$ cat src/rtl/scan_pkg.sv
// Shared types and helpers for the multiplexed display scan controller.
package scan_pkg;

  typedef enum logic [2:0] {
    S_IDLE,
    S_FETCH,
    S_BLANK,
    S_ON,
    S_OFF
  } scan_state_e;

  localparam int BRIGHT_W_DEF = 3;

  // Index width that stays at least one bit for single-entry ranges.
  function automatic int idx_w(input int n);
    return (n > 1) ? $clog2(n) : 1;
  endfunction

endpackage

$ cat src/rtl/scan_slot_timer.sv
// Per-digit slot counter; produces the blank-end, lit-end and slot-end strobes
// from the current count so the controller can register its next outputs.
module scan_slot_timer
  import scan_pkg::*;
#(
  parameter int SLOT_CYCLES  = 27000,
  parameter int BLANK_CYCLES = 64,
  parameter int BRIGHT_W     = BRIGHT_W_DEF
) (
  input  logic                clk,
  input  logic                reset,
  input  logic                run,
  input  logic [BRIGHT_W-1:0] bright,
  output logic                blank_end,
  output logic                lit_end,
  output logic                slot_end_pre,
  output logic                slot_end
);

  localparam int CW  = idx_w(SLOT_CYCLES);
  localparam int SUB = (SLOT_CYCLES - BLANK_CYCLES) >> BRIGHT_W;

  logic [CW-1:0] cnt_q, cnt_d;
  logic [31:0]   lit_last;

  assign blank_end    = (cnt_q == CW'(BLANK_CYCLES - 1));
  assign slot_end     = (cnt_q == CW'(SLOT_CYCLES - 1));
  assign slot_end_pre = (cnt_q == CW'(SLOT_CYCLES - 2));

  // The top brightness code never ends early: truncation of SUB must not
  // leave a dark tail at full brightness.
  assign lit_last = 32'(BLANK_CYCLES) + (32'(bright) + 32'd1) * 32'(SUB) - 32'd1;
  assign lit_end  = (bright != {BRIGHT_W{1'b1}}) && (32'(cnt_q) == lit_last);

  always_comb begin
    cnt_d = cnt_q + CW'(1);
    if (!run || slot_end) cnt_d = '0;
  end

  always_ff @(posedge clk) begin
    if (reset) cnt_q <= '0;
    else       cnt_q <= cnt_d;
  end

endmodule

$ cat src/rtl/display_scan_ctrl.sv
// Four-digit seven-segment scan scheduler with fetch handshake, blanking and
// PWM brightness. Optional blink masking is built when SCAN_BLINK_EN is defined.
module display_scan_ctrl
  import scan_pkg::*;
#(
  parameter int DIGITS       = 4,
  parameter int SLOT_CYCLES  = 27000,
  parameter int BLANK_CYCLES = 64,
  parameter int BRIGHT_W     = BRIGHT_W_DEF
`ifdef SCAN_BLINK_EN
  ,
  parameter int BLINK_FRAMES = 125
`endif
) (
  input  logic                       clk,
  input  logic                       reset,
  input  logic                       enable,
  input  logic [BRIGHT_W-1:0]        brightness,
  output logic                       digit_req,
  output logic [idx_w(DIGITS)-1:0]   digit_idx,
  input  logic                       digit_ack,
  input  logic [7:0]                 digit_data,
`ifdef SCAN_BLINK_EN
  input  logic [DIGITS-1:0]          blink_mask,
`endif
  output logic [DIGITS-1:0]          selector,
  output logic [7:0]                 segments,
  output logic                       frame_tick,
  output logic                       fetch_miss
);

  localparam int IW = idx_w(DIGITS);

  scan_state_e         state_q, state_d;
  logic [IW-1:0]       idx_q, idx_d;
  logic [7:0]          pat_q, pat_d;
  logic [BRIGHT_W-1:0] bright_q, bright_d;
  logic                digit_req_q, digit_req_d;
  logic [DIGITS-1:0]   selector_q, selector_d;
  logic [7:0]          segments_q, segments_d;
  logic                frame_tick_q, frame_tick_d;
  logic                fetch_miss_q, fetch_miss_d;
  logic                run, blank_end, lit_end, slot_end_pre, slot_end;
  logic                last_digit, got_ack, blink_off;

  assign run        = enable && (state_q != S_IDLE);
  assign last_digit = (idx_q == IW'(DIGITS - 1));
  assign got_ack    = digit_req_q && digit_ack;

  scan_slot_timer #(
    .SLOT_CYCLES (SLOT_CYCLES),
    .BLANK_CYCLES(BLANK_CYCLES),
    .BRIGHT_W    (BRIGHT_W)
  ) u_timer (
    .clk         (clk),
    .reset       (reset),
    .run         (run),
    .bright      (bright_q),
    .blank_end   (blank_end),
    .lit_end     (lit_end),
    .slot_end_pre(slot_end_pre),
    .slot_end    (slot_end)
  );

`ifdef SCAN_BLINK_EN
  localparam int FW = idx_w(BLINK_FRAMES);
  logic [FW-1:0] frame_cnt_q, frame_cnt_d;
  logic          phase_q, phase_d;

  always_comb begin
    frame_cnt_d = frame_cnt_q;
    phase_d     = phase_q;
    if (run && slot_end && last_digit) begin
      if (frame_cnt_q == FW'(BLINK_FRAMES - 1)) begin
        frame_cnt_d = '0;
        phase_d     = ~phase_q;
      end else begin
        frame_cnt_d = frame_cnt_q + FW'(1);
      end
    end
  end

  always_ff @(posedge clk) begin
    if (reset) begin
      frame_cnt_q <= '0;
      phase_q     <= 1'b0;
    end else begin
      frame_cnt_q <= frame_cnt_d;
      phase_q     <= phase_d;
    end
  end

  assign blink_off = phase_q && blink_mask[idx_d];
`else
  assign blink_off = 1'b0;
`endif

  always_comb begin
    state_d      = state_q;
    idx_d        = idx_q;
    pat_d        = pat_q;
    bright_d     = bright_q;
    fetch_miss_d = 1'b0;
    frame_tick_d = 1'b0;
    if (!enable) begin
      state_d = S_IDLE;
      idx_d   = '0;
    end else begin
      case (state_q)
        S_IDLE: begin
          state_d  = S_FETCH;
          idx_d    = '0;
          bright_d = brightness;
        end
        S_FETCH: begin
          if (blank_end) begin
            state_d = S_ON;
            if (got_ack) begin
              pat_d = digit_data;
            end else begin
              pat_d        = '0;
              fetch_miss_d = 1'b1;
            end
          end else if (got_ack) begin
            pat_d   = digit_data;
            state_d = S_BLANK;
          end
        end
        S_BLANK: if (blank_end) state_d = S_ON;
        S_ON:    if (lit_end) state_d = S_OFF;
        S_OFF:   state_d = S_OFF;
        default: state_d = S_IDLE;
      endcase
      if (state_q != S_IDLE) begin
        frame_tick_d = slot_end_pre && last_digit;
        if (slot_end) begin
          state_d  = S_FETCH;
          idx_d    = last_digit ? '0 : idx_q + IW'(1);
          bright_d = brightness;
        end
      end
    end
  end

  // Outputs are registered from the next state so they line up with the count.
  always_comb begin
    digit_req_d = (state_d == S_FETCH);
    selector_d  = '0;
    segments_d  = '0;
    if (state_d == S_ON) begin
      selector_d[idx_d] = 1'b1;
      if (!blink_off) segments_d = pat_d;
    end
  end

  always_ff @(posedge clk) begin
    if (reset) begin
      state_q      <= S_IDLE;
      idx_q        <= '0;
      pat_q        <= '0;
      bright_q     <= '0;
      digit_req_q  <= 1'b0;
      selector_q   <= '0;
      segments_q   <= '0;
      frame_tick_q <= 1'b0;
      fetch_miss_q <= 1'b0;
    end else begin
      state_q      <= state_d;
      idx_q        <= idx_d;
      pat_q        <= pat_d;
      bright_q     <= bright_d;
      digit_req_q  <= digit_req_d;
      selector_q   <= selector_d;
      segments_q   <= segments_d;
      frame_tick_q <= frame_tick_d;
      fetch_miss_q <= fetch_miss_d;
    end
  end

  assign digit_req  = digit_req_q;
  assign digit_idx  = idx_q;
  assign selector   = selector_q;
  assign segments   = segments_q;
  assign frame_tick = frame_tick_q;
  assign fetch_miss = fetch_miss_q;

endmodule

$ cat config.mk
export PLATFORM = sky130hd
export DESIGN_NAME = display_scan_ctrl
export DESIGN_NICKNAME = d
export VERILOG_FILES = /design/src/rtl/scan_pkg.sv /design/src/rtl/scan_slot_timer.sv /design/src/rtl/display_scan_ctrl.sv
export SDC_FILE = /design/constraint.sdc
export NUM_CORES = 1
export LEC_CHECK = 0
export BUFFER_PORTS_ARGS = -buffer_cell sky130_fd_sc_hd__buf_2
export CAP_MARGIN = 40
export CORE_UTILIZATION = 25
export DETAILED_ROUTE_END_ITERATION = 7
export SETUP_SLACK_MARGIN = 0.05
export SLEW_MARGIN = 20
export SYNTH_ARGS = -nofsm -noshare
export SYNTH_HDL_FRONTEND = slang
export SYNTH_SLANG_ARGS = --single-unit
$ cat constraint.sdc
create_clock -name clk -period 5.3 [get_ports clk]
set_clock_uncertainty 0.2 [all_clocks]
set_input_delay 0.795 -clock clk [delete_from_list [all_inputs] [get_ports clk]]
set_output_delay 0.795 -clock clk [all_outputs]
set_load 0.005 [all_outputs]
# After elaboration in Yosys (flattened, before gate mapping)
# Cells that the tools add are included.
classes:
  addsub: 5
  mul: 1
  div_mod_pow: 0
  order_cmp: 2
  eq_ne: 12
  shift: 0
  mux: 24
  bitwise_logic: 5
  reduce_logical: 13
ops:
  columns: ["cell", "count"]
  rows:
  - ["2-to-1 mux 8 bit", 5]
  - ["adder 7 x 32 -> 32 bit, first input constant", 1]
  - ["== test 15 x 32 -> 1 bit", 1]
  - ["multiplier 32 x 12 -> 32 bit, second input constant", 1]
  - ["subtractor 32 x 1 -> 32 bit, second input constant", 1]
  - ["== test 15 bit, second input constant", 2]
  - ["2-to-1 mux 3 bit", 10]
  - ["adder 15 x 1 -> 15 bit, second input constant", 1]
  - ["== test 15 x 6 -> 1 bit, second input constant", 1]
  - ["one-hot mux 3 bit (5 select lines)", 1]
  - ["2-to-1 mux 2 bit", 5]
  - ["== test 3 x 2 -> 1 bit, second input constant", 3]
  - ["== test 3 x 1 -> 1 bit, second input constant", 2]
  - ["logical AND 1 bit", 5]
  - ["inverter 1 bit", 5]
  - ["adder 3 x 1 -> 4 bit, second input constant", 1]
  - ["OR reduction 2 bit", 2]
  - ["OR reduction 4 bit", 1]
  - ["== test 3 bit, second input constant", 1]
  - ["zero test 3 bit", 1]
  - ["less-than comparator 2 x 3 -> 1 bit, second input constant", 1]
  - ["!= test 3 bit, second input constant", 1]
  - ["nonzero test 3 bit", 1]
  - ["OR reduction 3 bit", 1]
  - ["7 further kinds", 8]
word_totals:
  reg_bits: 46
  latchBits: 0
  ramBits: 0
  mem_bits_ro: 0
  word_cells: 72
  mem_count: 0

# Longest topological paths before layout
depth:
  word_depth: 14
  mapped_depth: 19

# Modules after synthesis
# A second synthesis with hierarchy kept.
unflattened:
  hier_cells: 354
  hier_area_um2: 3149.3
modules_own_cells:
  columns: ["module", "instances", "cells_each", "area_each_um2"]
  rows:
  - ["scan_slot_timer", 1, 231, 1885.6]
  - ["display_scan_ctrl", 1, 123, 1263.7]

# Worst setup path before layout
# No wires, ideal clock.
synth_path:
  kind: "register to register"
  start: "reg bright_q[1]"
  end: "reg selector_q[1] (netlist: selector[1])"
  setup_time_ns: 0.100
  t_arrival_ns: 4.075
  setup_slack_ns: 0.925
  path_stages_with_launch: 17
  path_buffers: 0
  path_cell_list: "dfxtp_1 ha_1 ha_1 ha_1 xor2_1 xnor2_1 ha_1 ha_1 and2_0 a221o_1 a21oi_2 o21ai_2 a2111oi_2 and4b_1 nor4b_4 nand2b_4 a2111oi_4"
synth_between:
  elab_chain_len: 14
synth_rtl:
  columns: ["element", "line_no", "rtl"]
  rows:
  - ["start: declaration", "display_scan_ctrl.sv:37", "logic [BRIGHT_W-1:0] bright_q, bright_d;"]
  - ["start signal: assignment", "display_scan_ctrl.sv:171", "bright_q <= bright_d;"]
  - ["adder 3 x 1 -> 4 bit", "scan_slot_timer.sv:32", "assign lit_last = 32'(BLANK_CYCLES) + (32'(bright) + 32'd1) * 32'(SUB) - 32'd1;"]
  - ["multiplier 32 x 12 -> 32 bit", "scan_slot_timer.sv:32", null]
  - ["adder 7 x 32 -> 32 bit", "scan_slot_timer.sv:32", null]
  - ["subtractor 32 x 1 -> 32 bit", "scan_slot_timer.sv:32", null]
  - ["== test 15 x 32 -> 1 bit", "scan_slot_timer.sv:33", "assign lit_end = (bright != {BRIGHT_W{1'b1}}) && (32'(cnt_q) == lit_last);"]
  - ["logical AND 1 bit (*)", "scan_slot_timer.sv:33", null]
  - ["2-to-1 mux 3 bit (*)", "display_scan_ctrl.sv:130", "S_ON: if (lit_end) state_d = S_OFF;"]
  - ["one-hot mux 3 bit (5 select lines) (*)", "display_scan_ctrl.sv:109", "case (state_q)"]
  - ["2-to-1 mux 3 bit", "display_scan_ctrl.sv:136", "if (slot_end) begin"]
  - ["2-to-1 mux 3 bit (*)", "display_scan_ctrl.sv:134", "if (state_q != S_IDLE) begin"]
  - ["2-to-1 mux 3 bit (*)", "display_scan_ctrl.sv:105", "if (!enable) begin"]
  - ["== test 3 x 2 -> 1 bit (*)", "display_scan_ctrl.sv:150", "if (state_d == S_ON) begin"]
  - ["inverter 1 bit (no source line) (*)", null, null]
  - ["OR reduction 2 bit (no source line) (*)", null, null]
  - ["end signal: assignment", "display_scan_ctrl.sv:173", "selector_q <= selector_d;"]
  - ["end: declaration", "display_scan_ctrl.sv:39", "logic [DIGITS-1:0] selector_q, selector_d;"]
# Every way passes the cells marked *; elsewhere a longest branch is shown, timed or not.
# A chain may end at the register's enable or synchronous reset.

# Worst setup path after layout
# Ends and elaborated chain as after synthesis.

==> run summary <==
Die area - 0.0135 sq mm
Unique cell type count in the Yosys netlist - 59
Wire per inst - 13.6 um
Final wirelength - 7.86 mm
Final Setup Violations - 0
Reg clk slew, reported paths - 0.07 ns
Share of the yosys chip area belonging to registers - 28.3%
Mapped Area - 0.00326 sq mm
Worst setup EP type - flip-flop
Die height - 116 um
CP delay by family, top - adder cells
Core Rows - 41
Post-synth top flop - dfxtp_1
Measured slew at the worst slew-check pin - 0.596 ns
Max-Slew Margin vs Limit - 60.1%
ANT nets after route - 0
Setup TNS - 0 ns
First-pass GRT wire length - 12.4 mm
Share of cells above drive strength 1 - 13.8%
Initial antenna violation count - 0
Power density over the cells - 255 mW/mm^2
Reg area - 921 sq um
Largest net degree at the start of global routing - 18
Post-placement cell area - 0.00357 sq mm
Outcome - completed
Starting Density - 25.7%
HP Class - reg2reg
Post-synth net total - 432
Crit. Startpoint - bright_q[1]
Post-CTS Repair Setup Buffers - 0
Mapped Avg Cell Area - 8.55 sq um
Gr usage total - 11.7%
Pre-Repair DR Iteration Count - 4
Post-route cell area - 0.00372 sq mm
Area of the multi-input gates - 0.00220 sq mm
Hold violation count in the final report - 0
Reg-to-reg slack, setup - 0.59 ns
DR vias - 2,793
CP Buf/Inv Count - 0
Xor and xnor area share after synthesis - 9.68%
# DRC - 0
Synth Area in Simple Gates - 22.8%
CP max stage cell - ha_1
Max-cap violations - 0
Fin. max-slew vios - 0
Antenna Cells - 0
CTS buffer count - 5
Post-route total power - 948 uW
GPL Wtd Cong - 0.872
Maximum clock insertion buffer count - 2
Via density - 4.82
Min cycle time layout - 4.71 ns
Final worst setup slack - 0.594 ns
CTS tree - yes
Count of input and output buffers - 31
CP Launch Type - flip-flop
Reg2reg start - bright_q[1]
H-tree depth - 2
Peak VDD IR - 143 uV
Arr. time, crit path - 4.71 ns
Fin nets - 457
EDFF count, synth - 0
RSZ-0062 raised after global routing - false
Num ports - 32
Die Wd - 116 um
Reg-to-reg endpoint - selector[1]
P_leak - 1.56 nW
CTS sink count - 46
Final global-route overflow total - 0
CP cell instances - ha_1 > ha_1 > ha_1 > xor2_1 > xnor2_1 > ha_1 > ha_1 > and2_0 > a221o_1 > a21oi_2 > o21ai_2 > a2111oi_2 > and4b_1 > nor4b_4 > nand2b_4 > a2111oi_4
Post-synthesis mux area share - 1.84%
CP endpoint - selector[1]
Worst EP required - 5.30 ns
Dpl ws - 0.639 ns
R2R cell count - 16
Slowest stage delay, CP - 0.37 ns
YS warnings - 0
Number of stages on the worst setup path - 16
Worst setup path class - reg2reg
Hold Buf Count CTS - 0
Crit path max fanout - 14
Maximum operating frequency - 0.213 GHz
Fraction of the mapped netlist area in compound gates - 19.4%
Post-Syn Instances - 381
Post-DP HPWL - 6.21 mm
Async SR Flop Fraction - 0%
Vias in the first global route - 2,577
Yosys reg bits - 46
Root buffer cell - clkbuf_16
Adder-Cell Fraction of Synth Area - 13.8%
Largest family of logic cells by synthesized area - simple AND/OR/NAND/NOR gates
Area of the core - 0.0127 sq mm
Starting DRT DRC Count - 199
CTS resizes - 0
Clk Latency, worst-skew pair - 0.29 ns
Layout area overhead - 14.2%
Period utilization - 88.8%
Fill count - 1,350
Most common cell on crit path - ha_1
## worst register-to-register path: stages (launching register included)
cell and delay (ns):
dfxtp_1 0.35, ha_1 0.19, ha_1 0.30, ha_1 0.33
xor2_1 0.18, xnor2_1 0.13, ha_1 0.29, ha_1 0.37
and2_0 0.21, a221o_1 0.36, a21oi_2 0.22, o21ai_2 0.12
a2111oi_2 0.36, and4b_1 0.24, nor4b_4 0.14, nand2b_4 0.25
a2111oi_4 0.36
## worst min-delay path by stage
stage,from,slack [ns],cells after the start,to
finish,pat_q[6],0.32,2,pat_q[6]
global route,pat_q[5],0.37,2,pat_q[5]
CTS,pat_q[6],0.33,2,pat_q[6]
detailed placement,pat_q[6],0.31,2,pat_q[6]
global placement,pat_q[6],0.30,2,pat_q[6]
floorplan,u_timer.cnt_q[0],0.26,1,u_timer.cnt_q[0]
## per-stage QoR
step	std cells	utilization, %	hold slack [ns]
global placement	571	28.1	0.300
floorplan	381	-	0.260
global route	579	29.4	0.366
finish	579	29.4	0.325
detailed placement	571	28.1	0.308
CTS	579	29.4	0.326
## layout make-up
class	count	area share, %
Multi-Input combinational cell	306	59.2
Timing Repair Buffer	34	4.78
Clock buffer	5	3.36
Clock inverter	3	0.774
Tap cell	172	5.79
Inverter	13	1.31
Sequential cell	46	24.8
## cells in the final DEF (no fill, tap or decap), drive strengths merged, types with 2 or more instances in the layout
| cell | synthesis | layout |
|---|---|---|
| dfxtp | 46 | 46 |
| nor2 | 40 | 40 |
| ha | 36 | 36 |
| buf | 6 | 34 |
| nand2 | 31 | 31 |
| a21oi | 22 | 22 |
| xor2 | 18 | 18 |
| xnor2 | 18 | 18 |
| nand3 | 16 | 16 |
| inv | 13 | 15 |
| a211oi | 13 | 13 |
| nor2b | 9 | 9 |
| o21ai | 9 | 9 |
| and3 | 8 | 8 |
| nor3 | 8 | 8 |
| a22oi | 7 | 7 |
| mux2i | 6 | 6 |
| a21o | 5 | 5 |
| a31oi | 5 | 5 |
| clkbuf | 10 | 5 |
| nand2b | 5 | 5 |
| and2 | 5 | 5 |
| nand4 | 4 | 4 |
| or4 | 3 | 3 |
| a2111oi | 3 | 3 |
| nand3b | 2 | 2 |
| nor4 | 2 | 2 |
| a21boi | 2 | 2 |
| a211o | 2 | 2 |
| or2 | 2 | 2 |
| a2bb2oi | 2 | 2 |
| o21a | 2 | 2 |
| o211ai | 2 | 2 |
| and4 | 2 | 2 |
| a221oi | 2 | 2 |
| or3 | 2 | 2 |
| o221ai | 2 | 2 |
| nor4b | 2 | 2 |
## kinds of logic after synthesis
| logic type | after synthesis |
|---|---|
| and+or+nand+nor | 144 |
| AOI/OAI and AO/OA | 83 |
| DFF | 46 |
| adders and majority gates | 36 |
| xor gates and xnor gates | 36 |
| buffers and inverters | 29 |
| muxes | 6 |
| other | 1 |
## registers in the layout (all words and copies together) (netlist names)
name           cells
u_timer.cnt_q     15
fetch_miss         1
pat_q              8
digit_req          1
state_q            3
segments           8
digit_idx          2
frame_tick         1
bright_q           3
selector           4
## cell usage after synthesis, drive strengths merged, types with 6 or more instances
master | count | area, sq um
dfxtp | 46 | 921
nor2 | 40 | 150
ha | 36 | 450
nand2 | 31 | 116
a21oi | 22 | 114
xnor2 | 18 | 158
xor2 | 18 | 158
nand3 | 16 | 80.1
a211oi | 13 | 128
inv | 13 | 48.8
clkbuf | 10 | 37.5
nor2b | 9 | 56.3
o21ai | 9 | 48.8
and3 | 8 | 50.1
nor3 | 8 | 40.0
a22oi | 7 | 52.6
buf | 6 | 46.3
mux2i | 6 | 60.1
## routing by layer
metal | global-route usage (%) | wire length [um] | vias to the layer above
met5 | 0 | 0 | -
met4 | 4.36 | 166 | 0
met3 | 1.35 | 185 | 12
met2 | 19.7 | 3740 | 48
met1 | 15.3 | 3770 | 1319
li1 | - | - | 1414
## report_power, final
part           internal (mW)  switching [mW]
Sequential             0.349         0.00396
Combinational          0.112           0.156
Clock                  0.181           0.146
(Power assumes the default switching activity.)
